--- src/rtl/lsu_pkg.sv ---
// Shared types and constants for the memory-stage load/store unit.
//   lsu_state_t : FSM state encoding (IDLE, BUS, RESP)
//   SZ_*        : ldsz access-size encodings (2'b10 is handled as a word)
//   CNT_W       : width of the bus wait counter (covers TIMEOUT up to 255)
package lsu_pkg;

    typedef enum logic [1:0] {
        IDLE = 2'b00,
        BUS  = 2'b01,
        RESP = 2'b10
    } lsu_state_t;

    localparam logic [1:0] SZ_B = 2'b00;
    localparam logic [1:0] SZ_H = 2'b01;
    localparam logic [1:0] SZ_W = 2'b11;

    localparam int unsigned CNT_W = 8;

endpackage

--- src/rtl/lsu_align.sv ---
// Combinational data alignment for the load/store unit.
// Inputs : ldsz, ldshift, st_data, rdata, ld_unsigned
// Outputs: be (byte enables), wdata (replicated store data),
//          ld_data (extracted, sign/zero-extended load data)
module lsu_align
    import lsu_pkg::*;
(
    input  logic [1:0]  ldsz,
    input  logic [1:0]  ldshift,
    input  logic [31:0] st_data,
    input  logic [31:0] rdata,
    input  logic        ld_unsigned,
    output logic [3:0]  be,
    output logic [31:0] wdata,
    output logic [31:0] ld_data
);

    logic [7:0]  w_byte;
    logic [15:0] w_half;

    // Size decode; anything that is not byte or half behaves as a word.
    always_comb begin
        be      = 4'b1111;
        wdata   = st_data;
        ld_data = rdata;
        w_byte  = 8'(rdata >> {ldshift, 3'b000});
        w_half  = 16'(rdata >> {ldshift[1], 4'b0000});
        case (ldsz)
            SZ_B: begin
                be      = 4'b0001 << ldshift;
                wdata   = {4{st_data[7:0]}};
                ld_data = ld_unsigned ? {24'd0, w_byte}
                                      : {{24{w_byte[7]}}, w_byte};
            end
            SZ_H: begin
                be      = 4'b0011 << {ldshift[1], 1'b0};
                wdata   = {2{st_data[15:0]}};
                ld_data = ld_unsigned ? {16'd0, w_half}
                                      : {{16{w_half[15]}}, w_half};
            end
            default: ;
        endcase
    end

endmodule

--- src/rtl/mem_lsu.sv ---
// Memory-stage load/store unit: runs one data-memory transaction per
// request over a valid/ack bus and returns formatted load data.
// Inputs : clk, reset_n (sync, active-low), req_valid, is_store, ldsz,
//          ld_unsigned, addr, ldshift, st_data, rd, dmem_ack, dmem_rdata
// Outputs: busy (decoded from state), done, rd_out, res_out, mem_err,
//          dmem_req, dmem_we, dmem_be, dmem_addr, dmem_wdata (registered)
module mem_lsu
    import lsu_pkg::*;
#(
    parameter int unsigned TIMEOUT = 15
) (
    input  logic        clk,
    input  logic        reset_n,
    input  logic        req_valid,
    input  logic        is_store,
    input  logic [1:0]  ldsz,
    input  logic        ld_unsigned,
    input  logic [31:0] addr,
    input  logic [1:0]  ldshift,
    input  logic [31:0] st_data,
    input  logic [4:0]  rd,
    output logic        busy,
    output logic        done,
    output logic [4:0]  rd_out,
    output logic [31:0] res_out,
    output logic        mem_err,
    output logic        dmem_req,
    output logic        dmem_we,
    output logic [3:0]  dmem_be,
    output logic [31:0] dmem_addr,
    output logic [31:0] dmem_wdata,
    input  logic        dmem_ack,
    input  logic [31:0] dmem_rdata
);

    lsu_state_t       r_state, w_next;
    logic [CNT_W-1:0] r_cnt, w_cnt_nxt;
    logic             w_capture, w_timeout;

    logic             r_is_store, r_uns;
    logic [1:0]       r_ldsz, r_ldshift;
    logic [4:0]       r_rd;

    logic             r_done, r_mem_err, r_dmem_req, r_dmem_we;
    logic [4:0]       r_rd_out;
    logic [31:0]      r_res_out, r_dmem_addr, r_dmem_wdata;
    logic [3:0]       r_dmem_be;

    logic [1:0]       w_sel_ldsz, w_sel_shift;
    logic             w_sel_uns;
    logic [3:0]       w_be;
    logic [31:0]      w_wdata, w_ld_data;

    // One aligner serves both phases: request fields while accepting,
    // captured fields while waiting for read data.
    assign w_sel_ldsz  = (r_state == BUS) ? r_ldsz    : ldsz;
    assign w_sel_shift = (r_state == BUS) ? r_ldshift : ldshift;
    assign w_sel_uns   = (r_state == BUS) ? r_uns     : ld_unsigned;

    lsu_align u_align (
        .ldsz        (w_sel_ldsz),
        .ldshift     (w_sel_shift),
        .st_data     (st_data),
        .rdata       (dmem_rdata),
        .ld_unsigned (w_sel_uns),
        .be          (w_be),
        .wdata       (w_wdata),
        .ld_data     (w_ld_data)
    );

    // State and wait-counter register.
    always_ff @(posedge clk) begin
        if (!reset_n) begin
            r_state <= IDLE;
            r_cnt   <= '0;
        end else begin
            r_state <= w_next;
            r_cnt   <= w_cnt_nxt;
        end
    end

    // Next-state logic; an ack on the limit cycle takes priority.
    always_comb begin
        w_next    = r_state;
        w_cnt_nxt = r_cnt;
        w_capture = 1'b0;
        w_timeout = 1'b0;
        case (r_state)
            IDLE, RESP: begin
                if (req_valid) begin
                    w_next    = BUS;
                    w_capture = 1'b1;
                    w_cnt_nxt = '0;
                end else begin
                    w_next = IDLE;
                end
            end
            BUS: begin
                if (dmem_ack) begin
                    w_next = RESP;
                end else if (r_cnt == CNT_W'(TIMEOUT - 1)) begin
                    w_next    = IDLE;
                    w_timeout = 1'b1;
                end else begin
                    w_cnt_nxt = r_cnt + CNT_W'(1);
                end
            end
            default: w_next = IDLE;
        endcase
    end

    // Request capture and registered outputs.
    always_ff @(posedge clk) begin
        if (!reset_n) begin
            r_is_store   <= 1'b0;
            r_uns        <= 1'b0;
            r_ldsz       <= 2'd0;
            r_ldshift    <= 2'd0;
            r_rd         <= 5'd0;
            r_done       <= 1'b0;
            r_mem_err    <= 1'b0;
            r_rd_out     <= 5'd0;
            r_res_out    <= 32'd0;
            r_dmem_req   <= 1'b0;
            r_dmem_we    <= 1'b0;
            r_dmem_be    <= 4'd0;
            r_dmem_addr  <= 32'd0;
            r_dmem_wdata <= 32'd0;
        end else begin
            r_done     <= (w_next == RESP);
            r_mem_err  <= w_timeout;
            r_dmem_req <= (w_next == BUS);
            if (w_next == RESP) begin
                r_rd_out  <= r_is_store ? 5'd0  : r_rd;
                r_res_out <= r_is_store ? 32'd0 : w_ld_data;
            end else begin
                r_rd_out  <= 5'd0;
                r_res_out <= 32'd0;
            end
            if (w_capture) begin
                r_is_store   <= is_store;
                r_uns        <= ld_unsigned;
                r_ldsz       <= ldsz;
                r_ldshift    <= ldshift;
                r_rd         <= rd;
                r_dmem_we    <= is_store;
                r_dmem_be    <= w_be;
                r_dmem_addr  <= addr;
                r_dmem_wdata <= w_wdata;
            end else if (w_next != BUS) begin
                r_dmem_we    <= 1'b0;
                r_dmem_be    <= 4'd0;
                r_dmem_addr  <= 32'd0;
                r_dmem_wdata <= 32'd0;
            end
        end
    end

    assign busy       = (r_state == BUS);
    assign done       = r_done;
    assign rd_out     = r_rd_out;
    assign res_out    = r_res_out;
    assign mem_err    = r_mem_err;
    assign dmem_req   = r_dmem_req;
    assign dmem_we    = r_dmem_we;
    assign dmem_be    = r_dmem_be;
    assign dmem_addr  = r_dmem_addr;
    assign dmem_wdata = r_dmem_wdata;

endmodule

--- config.mk ---
export PLATFORM = sky130hd
export DESIGN_NAME = mem_lsu
export DESIGN_NICKNAME = d
export VERILOG_FILES = /design/src/rtl/lsu_pkg.sv /design/src/rtl/lsu_align.sv /design/src/rtl/mem_lsu.sv
export SDC_FILE = /design/constraint.sdc
export NUM_CORES = 1
export LEC_CHECK = 0
export ABC_CLOCK_PERIOD_IN_PS = 2550
export CAP_MARGIN = 20
export CORE_ASPECT_RATIO = 0.7
export CORE_MARGIN = 3
export CORE_UTILIZATION = 35
export DETAILED_ROUTE_END_ITERATION = 8
export GPL_TIMING_DRIVEN = 0
export PLACE_DENSITY = 0.67
export REMOVE_ABC_BUFFERS = 1
export SETUP_SLACK_MARGIN = 0.02
export SLEW_MARGIN = 0
export SYNTH_ARGS = -nofsm -noshare
export SYNTH_HDL_FRONTEND = slang
export SYNTH_HIERARCHICAL = 1
export SYNTH_SLANG_ARGS = --single-unit
export TNS_END_PERCENT = 20
--- constraint.sdc ---
create_clock -name clk -period 2.55 [get_ports clk]
set_clock_uncertainty 0.1 [all_clocks]
set_input_delay 0.3825 -clock clk [delete_from_list [all_inputs] [get_ports clk]]
set_output_delay 0.3825 -clock clk [all_outputs]
set_load 0.01 [all_outputs]
==> results of run 1 <==
power breakdown:
part           switching, µW  leakage, µW  total (µW)  internal [µW]
Clock                    965     0.000284        2510           1550
Combinational            407      0.00190         891            484
Sequential              41.1      0.00106        2150           2110
cell type report:
type | count | area (µm²)
Inverter | 5 | 18.8
Fill cell | 1299 | 6580
Multi-Input combinational cell | 361 | 2640
Timing Repair Buffer | 228 | 2310
Clock buffer | 18 | 429
Tap cell | 195 | 244
Sequential cell | 130 | 2600
Clock inverter | 14 | 178
sequential cells by signal (all words and copies together), names as in the netlist:
| signal | flops |
|---|---|
| dmem_wdata | 32 |
| mem_err | 1 |
| r_state | 2 |
| r_uns | 1 |
| res_out | 32 |
| r_cnt | 8 |
| r_is_store | 1 |
| dmem_be | 4 |
| r_ldsz | 2 |
| dmem_we | 1 |
| rd_out | 5 |
| dmem_req | 1 |
| r_rd | 5 |
| done | 1 |
| dmem_addr | 32 |
| r_ldshift | 2 |
critical path: stages (launching register included):
cell	delay [ns]
dfxtp_2	0.38
nor2b_4	0.28
mux2_2	0.43
mux2_4	0.36
a22oi_4	0.40
o221ai_1	0.17
and2_1	0.16
per-layer routing:
layer	vias up	GRT usage, %
li1	2360	-
met1	2343	25.5
met2	187	31.1
met3	26	6.42
met4	0	6.30
met5	-	0
through the flow:
| step | TNS, ns | total power, µW | std cells | util, % |
|---|---|---|---|---|
| 2_1_floorplan | -15.38 | 2580 | 493 | - |
| 3_3_place_gp | -160.79 | 3010 | 908 | 50.7 |
| 3_5_place_dp | -72.76 | 3030 | 910 | 51.1 |
| 4_1_cts | 0 | 5590 | 948 | 55.9 |
| 5_1_grt | 0 | 5770 | 951 | 56.1 |
| 6_report | 0 | 5560 | 951 | 56.1 |
cell families after synthesis:
group	synth area share, %
multiplexers	7.47
AND/OR/NAND/NOR	16.8
adder cells (fa/ha/maj)	0.458
buffers and inverters	5.77
flip-flops	47.7
AO/OA/AOI/OAI	21.9
worst paths after layout:
| path | startpoint | slack, ns | end |
|---|---|---|---|
| worst min-delay path | r_rd[4] | 0.35 | rd_out[4] |
| worst min register to register | r_rd[4] | 0.35 | rd_out[4] |
| worst max-delay path | r_state[0] | 0.16 | res_out[8] |
| worst max register to register | r_state[0] | 0.16 | res_out[8] |
timing repair:
| item | 4_1_cts | 5_1_grt |
|---|---|---|
| buffers inserted | 4 | 2 |
| setup endpoints to repair | 101 | 19 |
| pin swaps | 3 | 1 |
| resized for setup | 13 | 5 |
| gates cloned | 2 | 1 |
synthesized netlist by cell type, types with 7 or more instances:
master	n
dfxtp_1	130
a22o_1	68
nand2_1	67
and2_1	39
clkbuf_1	24
mux2i_1	22
nor2b_1	21
o22ai_1	17
mux2_2	14
buf_2	12
buf_4	12
nor2_1	12
a21boi_0	11
o21ai_0	9
a221o_1	7
a22oi_1	7
nand3_1	7
o221ai_1	7
==> out/summary.txt, run 1 <==
WL met3 -> 1.25 mm
Post-CTS Hold Buffers -> 0
CTS Sinks -> 130
CP Class -> reg2reg
Critical Path RT -> 2.76 ns
CTS buffer count -> 17
crit path launch type -> flop
number of nets in the layout -> 856
most frequent cells in the layout -> 219 x clkdlybuf4s50_1, 129 x dfxtp_1, 68 x a22o_1
Mapped Area -> 0.00546 mm²
slew margin rel. -> 34.2%
initial antenna violation count -> 0
Tcrit/Tclk final -> 93.8%
Ys Warns -> 6
global placer's final weighted congestion -> 0.839
Vias -> 4,916
EDFF count, synth -> 0
H-tree depth -> 4
largest net degree at the start of global routing -> 61
RSZ-0062 raised after global routing -> false
WP data arrival -> 2.60 ns
DP Area -> 0.00767 mm²
Metal-1 WL -> 7.75 mm
top post-synthesis cells by area -> dfxtp_1 48%, a22o_1 11%, nand2_1 4.6%
drt via density -> 5.17
drt wl/cell -> 18.1 µm
Area Overhead vs Synth -> 54.1%
vias in the first global route -> 4,879
Slew Limit Fails -> 0
Die H -> 111 µm
largest area contributor in the netlist -> dfxtp_1
Row Count -> 37
Hold Slack -> 0.351 ns
Antenna diodes -> 0
Main synth FF type -> dfxtp_1
share of cells above drive strength 1 -> 10.1%
clk root buf -> clkbuf_16
Detail Route Antenna Nets -> 0
Max Used Layer -> met4
Clock Latency Late Sink -> 0.42 ns
Worst R2R Path Depth -> 6
Total Routing Usage GR -> 19.7%
Cell variety after synth -> 48
Leakage -> 0.00325 µW
Fin. Hold Viols -> 0
top cell type's share of synthesized area -> 47.7%
met2 WL -> 7.88 mm
most common cell after layout, fill and taps aside -> clkdlybuf4s50_1
setup ws final -> 0.157 ns
core area -> 0.0150 mm²
Slew @ Worst Pin -> 0.987 ns
Async SR Flop Fraction -> 0%
max-cap check violation count -> 0
Avg Inst Size Synth -> 10.0 µm²
global route total overflow -> 0
Residual DRC -> 0
DR pass1 iterations -> 4
worst vdd ir -> 0.000348 V
post-synthesis sequential area ratio -> 47.7%
hold crit path type -> reg2reg
IO buf count -> 220
status -> finished, final reports clean
DR iter-0 viols -> 272
power per cell area -> 660 mW/mm²
WHS Path Cells -> 1
final WL -> 17.2 mm
final-report setup violation count -> 0
Synth Register Bits -> 130
CTS max path bufs -> 2
Setup crit end kind -> flop
dpl hpwl -> 11.4 mm
Finished Cell Area -> 0.00842 mm²
Starting Density -> 36.4%
Clock transition at path regs -> 0.06 ns
die area -> 0.0172 mm²
Syn Inst Count -> 546
I/O pin count -> 221
min cycle time layout -> 2.39 ns
first-pass GRT wire length -> 26.9 mm
CTS tree -> built
CP max FO -> 12
die width -> 155 µm
Placement Setup Slack -> -0.829 ns
fmax -> 418 MHz
Power figures use the tool's default switching activity.
==> inputs of run 2 (changes only) <==
--- a/config.mk
+++ b/config.mk
@@ -9,10 +9,11 @@
 export CAP_MARGIN = 20
 export CORE_ASPECT_RATIO = 0.7
 export CORE_MARGIN = 3
-export CORE_UTILIZATION = 35
+export CORE_UTILIZATION = 43
+export CTS_BUF_LIST = sky130_fd_sc_hd__clkbuf_16
 export DETAILED_ROUTE_END_ITERATION = 8
 export GPL_TIMING_DRIVEN = 0
-export PLACE_DENSITY = 0.67
+export PLACE_DENSITY = 0.89
 export REMOVE_ABC_BUFFERS = 1
 export SETUP_SLACK_MARGIN = 0.02
 export SLEW_MARGIN = 0
==> out/summary.txt, run 2 (same netlist as run 1, synthesis figures left out) <==
status -> finished, final reports clean
CTS max path bufs -> 2 (unchanged)
max-cap check violation count -> 0 (unchanged)
final-report setup violation count -> 0 (unchanged)
Placement Setup Slack -> -0.809 ns (+0.0202 ns)
worst flop-to-flop path startpoint -> r_state[0]
power consumption -> 5410 µW (-2.6%)
DR pass1 iterations -> 5 (+1)
share of cells above drive strength 1 -> 9.64% (-0.41 points)
Slew @ Worst Pin -> 1.03 ns (+0.0470 ns)
CP Class -> reg2reg
Row Count -> 33 (-11%)
global route total overflow -> 0 (unchanged)
most frequent cells in the layout -> 219 x clkdlybuf4s50_1, 130 x dfxtp_1, 68 x a22o_1
most common cell after layout, fill and taps aside -> clkdlybuf4s50_1
Clock transition at path regs -> 0.06 ns (about the same)
CTS tree -> built
Area Overhead vs Synth -> 53.0%
hold crit path type -> reg2reg
number of nets in the layout -> 857 (+0.12%)
vias in the first global route -> 5,160 (+5.8%)
setup ws final -> 0.0487 ns (-0.108 ns)
crit path launch type -> flop
die area -> 0.0141 mm² (-18%)
CP top delay family -> multiplexers
first-pass GRT wire length -> 27.1 mm (+0.74%)
RSZ-0062 raised after global routing -> true
placed insts -> 872 (-4.2%)
drt wl/cell -> 19.0 µm (+5.0%)
drt via density -> 5.58 (+7.9%)
min cycle time layout -> 2.50 ns (+0.108 ns)
fmax -> 400 MHz (-4.3%)
core area -> 0.0121 mm² (-20%)
CP max FO -> 17 (+5)
Total Routing Usage GR -> 24.1% (+4.4 points)
H-tree depth -> 4 (unchanged)
CTS buffer count -> 17 (unchanged)
IO buf count -> 220 (unchanged)
worst vdd ir -> 0.000422 V (+21%)
Antenna diodes -> 0 (unchanged)
Vias -> 5,099 (+3.7%)
slew margin rel. -> 31.0% (-3.1 points)
WHS Path Cells -> 2 (+1)
initial antenna violation count -> 0 (unchanged)
Detail Route Antenna Nets -> 0 (unchanged)
DR iter-0 viols -> 275 (+1.1%)
WHS Endpoint -> r_uns
I/O pin count -> 221 (unchanged)
CP max-delay cell -> dfxtp_1
slowest stage delay, CP -> 0.42 ns (about the same)
Reg2Reg Setup Slack -> 0.05 ns (-0.11 ns)
die width -> 141 µm (-9.4%)
Setup crit end kind -> flop
Critical Path RT -> 2.75 ns (about the same)
final WL -> 17.4 mm (+0.91%)
global placer's final weighted congestion -> 0.879 (+4.9%)
R2R Path End -> res_out[25]
WP data arrival -> 2.70 ns (+0.10 ns)
largest net degree at the start of global routing -> 61 (unchanged)
power per cell area -> 648 mW/mm² (-1.9%)
Slew Limit Fails -> 0 (unchanged)
Worst R2R Path Depth -> 8 (+2)
clk root buf -> clkbuf_16
Leakage -> 0.00326 µW (+0.42%)
cell chain of the critical path -> nor2b_4 > buf_12 > mux2_4 > mux2_4 > a31oi_4 > buf_12 > o22ai_1 > and2_1
Residual DRC -> 0 (unchanged)
Fin. Hold Viols -> 0 (unchanged)
CTS Sinks -> 130 (unchanged)
CP Buf/Inv Count -> 2 (+2)
Die H -> 100 µm (-9.3%)
dpl hpwl -> 11.8 mm (+2.8%)
post-route insts no fill -> 914 (-3.9%)
Tcrit/Tclk final -> 98.1% (+4.3 points)
Starting Density -> 45.3% (+8.9 points)
Clock Latency Late Sink -> 0.41 ns (about the same)
hold_sp -> r_uns
-- run 2: worst register-to-register path, cell delays in order, from the launching register on --
cell     delay, ns
dfxtp_1       0.42
nor2b_4       0.32
buf_12        0.15
mux2_4        0.41
mux2_4        0.35
a31oi_4       0.20
buf_12        0.17
o22ai_1       0.10
and2_1        0.17
-- run 2: repair_timing --
| action | in CTS | in global routing |
|---|---|---|
| setup buffers | 4 | 4 |
| pin swaps | 3 | 1 |
| cloned | 2 | 0 |
| setup endpoints to repair | 101 | 35 |
| hold buffers | 0 | 0 |
| gates resized for setup | 13 | 3 |
-- run 2: how the worst max path moves through the flow --
stage | startpoint | slack (ns) | cells past startpoint | end
after floorplan | r_cnt[0] | -0.21 | 5 | dmem_addr[0]
after global placement | reset_n | -1.88 | 4 | dmem_addr[5]
after detailed placement | r_state[0] | -0.81 | 5 | res_out[8]
after CTS | r_state[0] | 0.05 | 6 | res_out[4]
after global routing | r_state[0] | -0.008 | 8 | res_out[22]
final | r_state[0] | 0.05 | 8 | res_out[25]
-- run 2: power breakdown --
part	switching, µW	internal [µW]	total [µW]
clock	915	1430	2350
combinational	421	492	913
sequential	42.0	2110	2150
total	1380	4040	5410
-- run 2: layout make-up --
| type | count | area, µm² |
|---|---|---|
| Clock buffer | 17 | 425 |
| Clock inverter | 15 | 145 |
| Fill cell | 864 | 3700 |
| Inverter | 5 | 18.8 |
| Multi-Input combinational cell | 360 | 2630 |
| Sequential cell | 130 | 2600 |
| Tap cell | 157 | 196 |
| Timing Repair Buffer | 230 | 2340 |
-- run 2: routing by layer --
metal | vias up | share of wire [%] | global-route usage (%)
li1 | 2368 | - | -
met1 | 2408 | 41 | 29.7
met2 | 285 | 48 | 40.6
met3 | 38 | 9.0 | 6.71
met4 | 0 | 2.0 | 8.86
met5 | - | 0 | 0
-- run 2: per-stage QoR --
step                area, µm²  util [%]  hold WS [ns]  TNS (ns)
finish                   8360      69.3         0.365         0
global route             8360      69.3         0.395   -0.0192
CTS                      8290      68.7         0.363         0
detailed placement       7610      63.1         0.353    -69.15
global placement         7560      62.7         0.348   -148.38
floorplan                5160         -         0.330    -15.38
